===== src/rtl/boron_iter_core.sv =====
// boron_iter_core: iterative BORON-style 64-bit block cipher, one round per clock, encrypt and decrypt.
// Define BORON_KEY_CACHE_EN to keep the last key's final schedule so a matching decrypt skips KEYPREP.
module boron_iter_core #(
  parameter int ROUNDS = 25,
  parameter int KEY_W  = 80
) (
  input  logic             clk,
  input  logic             rst,
  input  logic             i_valid,
  output logic             o_ready,
  input  logic             i_mode,
  input  logic [63:0]      i_text,
  input  logic [KEY_W-1:0] i_key,
  output logic             o_valid,
  input  logic             i_ready,
  output logic [63:0]      o_text,
  output logic             o_busy
);
  // Handshake: a request transfers on a rising edge with i_valid && o_ready (o_ready only in IDLE);
  // a result transfers on a rising edge with o_valid && i_ready, and o_text is held until then.

  localparam logic [63:0] SBOX_TAB  = 64'h6358F02DAC971B4E;
  localparam logic [63:0] ISBOX_TAB = 64'hB086275C4FD1E93A;
  localparam logic [4:0]  RLAST     = 5'(ROUNDS - 1);
  localparam logic [4:0]  RTOP      = 5'(ROUNDS);

  typedef enum logic [2:0] {IDLE, KEYPREP, ROUND, FINAL, OUT} state_t;

  function automatic logic [3:0] sbox(input logic [3:0] x);
    return SBOX_TAB[{x, 2'b00} +: 4];
  endfunction

  function automatic logic [3:0] isbox(input logic [3:0] x);
    return ISBOX_TAB[{x, 2'b00} +: 4];
  endfunction

  function automatic logic [63:0] sub64(input logic [63:0] s, input logic inv);
    logic [63:0] r;
    r = '0;
    for (int i = 0; i < 16; i++) r[4*i +: 4] = inv ? isbox(s[4*i +: 4]) : sbox(s[4*i +: 4]);
    return r;
  endfunction

  function automatic logic [63:0] shuffle(input logic [63:0] s);
    return {s[55:48], s[63:56], s[39:32], s[47:40], s[23:16], s[31:24], s[7:0], s[15:8]};
  endfunction

  function automatic logic [15:0] rotl16(input logic [15:0] w, input int n);
    logic [31:0] d;
    d = {w, w} << n;
    return d[31:16];
  endfunction

  function automatic logic [63:0] enc_round(input logic [63:0] s, input logic [63:0] k);
    logic [63:0] t;
    t = shuffle(sub64(s ^ k, 1'b0));
    t = {rotl16(t[63:48], 9), rotl16(t[47:32], 7), rotl16(t[31:16], 4), rotl16(t[15:0], 1)};
    return {t[63:48] ^ t[47:32], t[47:32] ^ t[31:16], t[31:16] ^ t[15:0], t[15:0]};
  endfunction

  function automatic logic [63:0] dec_round(input logic [63:0] s, input logic [63:0] k);
    logic [15:0] x0, x1, x2, x3;
    logic [63:0] t;
    x0 = s[15:0];
    x1 = s[31:16] ^ x0;
    x2 = s[47:32] ^ x1;
    x3 = s[63:48] ^ x2;
    t  = {rotl16(x3, 7), rotl16(x2, 9), rotl16(x1, 12), rotl16(x0, 15)};
    return sub64(shuffle(t), 1'b1) ^ k;
  endfunction

  // Step j takes the schedule from K_(j-1) to K_j and injects j into bits 63:59.
  function automatic logic [KEY_W-1:0] key_fwd(input logic [KEY_W-1:0] k, input logic [4:0] idx);
    logic [KEY_W-1:0] t;
    t = {k[KEY_W-14:0], k[KEY_W-1:KEY_W-13]};
    if (KEY_W == 128) t[7:0] = {sbox(t[7:4]), sbox(t[3:0])};
    else              t[3:0] = sbox(t[3:0]);
    t[63:59] = t[63:59] ^ idx;
    return t;
  endfunction

  function automatic logic [KEY_W-1:0] key_inv(input logic [KEY_W-1:0] k, input logic [4:0] idx);
    logic [KEY_W-1:0] u;
    u = k;
    u[63:59] = u[63:59] ^ idx;
    if (KEY_W == 128) u[7:0] = {isbox(u[7:4]), isbox(u[3:0])};
    else              u[3:0] = isbox(u[3:0]);
    return {u[12:0], u[KEY_W-1:13]};
  endfunction

  state_t           state_q;
  logic [4:0]       rc_q;
  logic [63:0]      s_q, text_q;
  logic [KEY_W-1:0] k_q;
  logic             mode_q, valid_q;

  logic [KEY_W-1:0] k_fwd_d, k_inv_d, ck_k_d;
  logic [63:0]      s_enc_d, s_dec_d, s_fin_d;
  logic             ck_hit_d;

  assign k_fwd_d = key_fwd(k_q, rc_q + 5'd1);
  assign k_inv_d = key_inv(k_q, rc_q);
  assign s_enc_d = enc_round(s_q, k_q[63:0]);
  assign s_dec_d = dec_round(s_q, k_inv_d[63:0]);
  assign s_fin_d = s_q ^ k_q[63:0];

`ifdef BORON_KEY_CACHE_EN
  logic             ck_valid_q;
  logic [KEY_W-1:0] ck_key_q, ck_k_q, mkey_q;

  assign ck_hit_d = ck_valid_q && (i_key == ck_key_q);
  assign ck_k_d   = ck_k_q;

  // Every operation passes FINAL with K_ROUNDS in k_q, so that is where the cache is filled.
  always_ff @(posedge clk or posedge rst) begin
    if (rst) begin
      ck_valid_q <= 1'b0;
      ck_key_q   <= '0;
      ck_k_q     <= '0;
      mkey_q     <= '0;
    end else begin
      if (state_q == IDLE && i_valid) mkey_q <= i_key;
      if (state_q == FINAL) begin
        ck_valid_q <= 1'b1;
        ck_key_q   <= mkey_q;
        ck_k_q     <= k_q;
      end
    end
  end
`else
  assign ck_hit_d = 1'b0;
  assign ck_k_d   = '0;
`endif

  always_ff @(posedge clk or posedge rst) begin
    if (rst) begin
      state_q <= IDLE;
      rc_q    <= '0;
      s_q     <= '0;
      k_q     <= '0;
      mode_q  <= 1'b0;
      valid_q <= 1'b0;
      text_q  <= '0;
    end else begin
      case (state_q)
        IDLE: begin
          if (i_valid) begin
            s_q    <= i_text;
            mode_q <= i_mode;
            rc_q   <= '0;
            if (!i_mode) begin
              k_q     <= i_key;
              state_q <= ROUND;
            end else if (ck_hit_d) begin
              k_q     <= ck_k_d;
              state_q <= FINAL;
            end else begin
              k_q     <= i_key;
              state_q <= KEYPREP;
            end
          end
        end
        KEYPREP: begin
          k_q  <= k_fwd_d;
          rc_q <= rc_q + 5'd1;
          if (rc_q == RLAST) state_q <= FINAL;
        end
        ROUND: begin
          if (!mode_q) begin
            s_q  <= s_enc_d;
            k_q  <= k_fwd_d;
            rc_q <= rc_q + 5'd1;
            if (rc_q == RLAST) state_q <= FINAL;
          end else begin
            // Decrypt counts rc down from ROUNDS so the inverse step undoes step rc.
            s_q  <= s_dec_d;
            k_q  <= k_inv_d;
            rc_q <= rc_q - 5'd1;
            if (rc_q == 5'd1) begin
              text_q  <= s_dec_d;
              valid_q <= 1'b1;
              state_q <= OUT;
            end
          end
        end
        FINAL: begin
          s_q <= s_fin_d;
          if (!mode_q) begin
            text_q  <= s_fin_d;
            valid_q <= 1'b1;
            state_q <= OUT;
          end else begin
            rc_q    <= RTOP;
            state_q <= ROUND;
          end
        end
        OUT: begin
          if (i_ready) begin
            valid_q <= 1'b0;
            state_q <= IDLE;
          end
        end
        default: state_q <= IDLE;
      endcase
    end
  end

  assign o_ready = (state_q == IDLE);
  assign o_busy  = (state_q != IDLE);
  assign o_valid = valid_q;
  assign o_text  = text_q;

endmodule


===== config.mk =====
export PLATFORM = sky130hd
export DESIGN_NAME = boron_iter_core
export DESIGN_NICKNAME = d
export VERILOG_FILES = /design/src/rtl/boron_iter_core.sv
export SDC_FILE = /design/constraint.sdc
export NUM_CORES = 1
export LEC_CHECK = 0
export ABC_AREA = 1
export CORE_MARGIN = 2
export CORE_UTILIZATION = 55
export DETAILED_ROUTE_END_ITERATION = 10
export GPL_TIMING_DRIVEN = 0
export PLACE_DENSITY = 0.8
export SLEW_MARGIN = 10
export SYNTH_ARGS = -nofsm -noshare
export SYNTH_HDL_FRONTEND = slang
export SYNTH_SLANG_ARGS = --single-unit

===== constraint.sdc =====
create_clock -name clk -period 9.25 [get_ports clk]
set_input_delay 1.85 -clock clk [delete_from_list [all_inputs] [get_ports clk]]
set_output_delay 1.85 -clock clk [all_outputs]
set_load 0.01 [all_outputs]

==> flow_metrics.env <==
export IMPL_top_signal_layer_used="met5"
export IMPL_synth_main_ff_cell="dfrtp_1"
export IMPL_final_cell_mix="825 x nand2_1, 262 x nor2_1, 257 x inv_1, 257 x nand3_1, 243 x o21ai_0"
export IMPL_dieHeight_um=195
export IMPL_cts_htree_levels=1
export IMPL_routed_wl_met2_um=40300
export IMPL_seq_area_um2=5460
export IMPL_avgViaCountPerCell=6.57
export IMPL_rows=69
export IMPL_dr_pass1_iters=11
export IMPL_max_cap_violations=0
export IMPL_hold_class="reg2reg"
export IMPL_drtAntennaViolNets=0
export IMPL_status="complete, but fails checks"
export IMPL_hold_buffers=0
export IMPL_failed_checks="DRC"
export IMPL_drt_initial_drc_count=3585
export IMPL_syn_area_um2=20000
export IMPL_clkSinkCount=218
export IMPL_dpl_cell_count=3703
export IMPL_yosys_warnings=0
export IMPL_post_dp_hpwl_um=78000
export IMPL_fin_ws_ps=5370
export IMPL_grt_pass1_vias=22800
export IMPL_wl_met3_um=16800
export IMPL_vias=24700
export IMPL_clk_latency_ps=590
export IMPL_fill_cells=3233
export IMPL_cp_start_kind="flop"
export IMPL_crit_fanout=5
export IMPL_syn_nets=3280
export IMPL_grt_pass1_wl_um=143000
export IMPL_place_ws_ps=5170
export IMPL_fmax_mhz=257
export IMPL_cts_root_buf="clkbuf_16"
export IMPL_synthDistinctLibCells=52
export IMPL_wirelength_met1_um=34400
export IMPL_synth_edff_count=0
export IMPL_routedWlPerCell_um=26.9
export IMPL_clk_pin_slew_ps=60
export IMPL_grt_max_degree=101
export IMPL_drive_above_1_share_pct=7.63
export IMPL_place_area_um2=22800
export IMPL_worst_setup_path_end_kind="primary output"
export IMPL_cp_data_required_time_ps=7400
export IMPL_drv_slew=0
export IMPL_initial_core_util_pct=56.1
export IMPL_die_width_um=195
export IMPL_grtUsageTotal_pct=51.6
export IMPL_cts_resized=0
export IMPL_final_area_um2=23700
export IMPL_finalHoldViolCount=0
export IMPL_overflow=0
export IMPL_rsz0062_at_grt="no"
export IMPL_clock_skew_ps=21.9
export IMPL_fin_crit_sh_pct=42.0
export IMPL_cts_buffers_inserted=27
export IMPL_cts_tree="done"
export IMPL_layout_nets=3526
export IMPL_seq_area_frac_synth_pct=27.3
export IMPL_dieArea_um2=37900
export IMPL_place_congestion=1.11
export IMPL_route_detailed_drc=3
export IMPL_synth_async_reset_ratio_pct=100
export IMPL_clockBufferDepth=3
export IMPL_wirelength_um=101000
export IMPL_syn_avg_cell_area_um2=6.61
export IMPL_multi_input_area_um2=12700
export IMPL_relSlewSlack_pct=2.31
export IMPL_worst_slew_pin_slew_ps=1470
export IMPL_cp_arrival_ps=2030
export IMPL_syn2layout_area_growth_pct=18.6
export IMPL_core_area_um2=35700
export IMPL_ioPinCount=216
export IMPL_setup_viol=0
export IMPL_antenna_found_initial=3
export IMPL_ys_seq_elements=218
export IMPL_period_minus_slack_ps=3880
export IMPL_final_util_pct=66.5
export IMPL_syn_inst=3025
export IMPL_layoutNonFillerInstCount=3753
export IMPL_final_common_cell="nand2_1"
export IMPL_cts_setup_buffers=0
export IMPL_io_buffers=215
export IMPL_path_class="reg2out"
==> final timing paths <==
path	start	end	cells past startpoint	slack [ps]
min	o_text[9]	o_text[9]	2	490
max	state_q[0]	o_ready	4	5370
min in group asynchronous	rst	s_q[3]	2	1680
max reg2reg	k_q[67]	k_q[0]	9	6110
min reg2reg	o_text[9]	o_text[9]	2	490
max in group asynchronous	rst	s_q[32]	3	6630
==> cell families after synthesis <==
logic type	Yosys count	share of synthesized area, %
compound gates	698	20.5
xor+xnor	137	6.45
fa+ha+maj	106	6.63
buf+inv	433	9.21
flops	218	27.3
simple gates	1433	29.9
==> synth_stat cells, types with 58 or more instances <==
cell type  instances  area share [%]
a221oi_1          74             3.2
nand2_1          825              15
inv_1            258             4.8
a21oi_1          196             4.9
o21ai_0          243             6.1
buf_2             64             1.6
nor2_1           262             4.9
xnor2_1           58             2.5
nand3_1          257             6.4
ha_1             106             6.6
xor2_1            67             2.9
o22ai_1           67             2.1
dfrtp_1          218              27
==> state kept, by name (all words and copies together) (netlist names) <==
name	flops
mode_q	1
s_q	64
o_valid	1
k_q	80
rc_q	5
o_text	64
state_q	3
==> cell type report <==
cell class,instances,share of cell area (%)
tap,461,2.43
inverter,291,4.68
multi-input combinational,2374,53.5
timing repair buffer,217,9.31
buffer,142,3.11
sequential,218,23.0
clock buffer,35,3.19
clock inverter,13,0.733
antenna,2,0.0211
==> worst max-delay path, stage by stage (launching register included) <==
cell             delay [ps]
dfrtp_1                 490
nor2_2                  200
inv_2                    70
nor2_4                  130
clkdlybuf4s50_1         550
==> through the flow <==
stage	hold WS, ps	TNS (ps)
final	489	0
after global routing	523	0
after CTS	493	0
after detailed placement	473	0
after global placement	453	-396600
after floorplan	476	0
==> per-layer routing <==
metal	track usage (%)	up-vias
met5	0	-
met4	39.8	8
met3	19.1	581
met2	74.1	2214
met1	62.5	11300
li1	-	10600
Power is not shown: default switching activity piles up to over one toggle a cycle in this logic, so the estimate is an artifact.
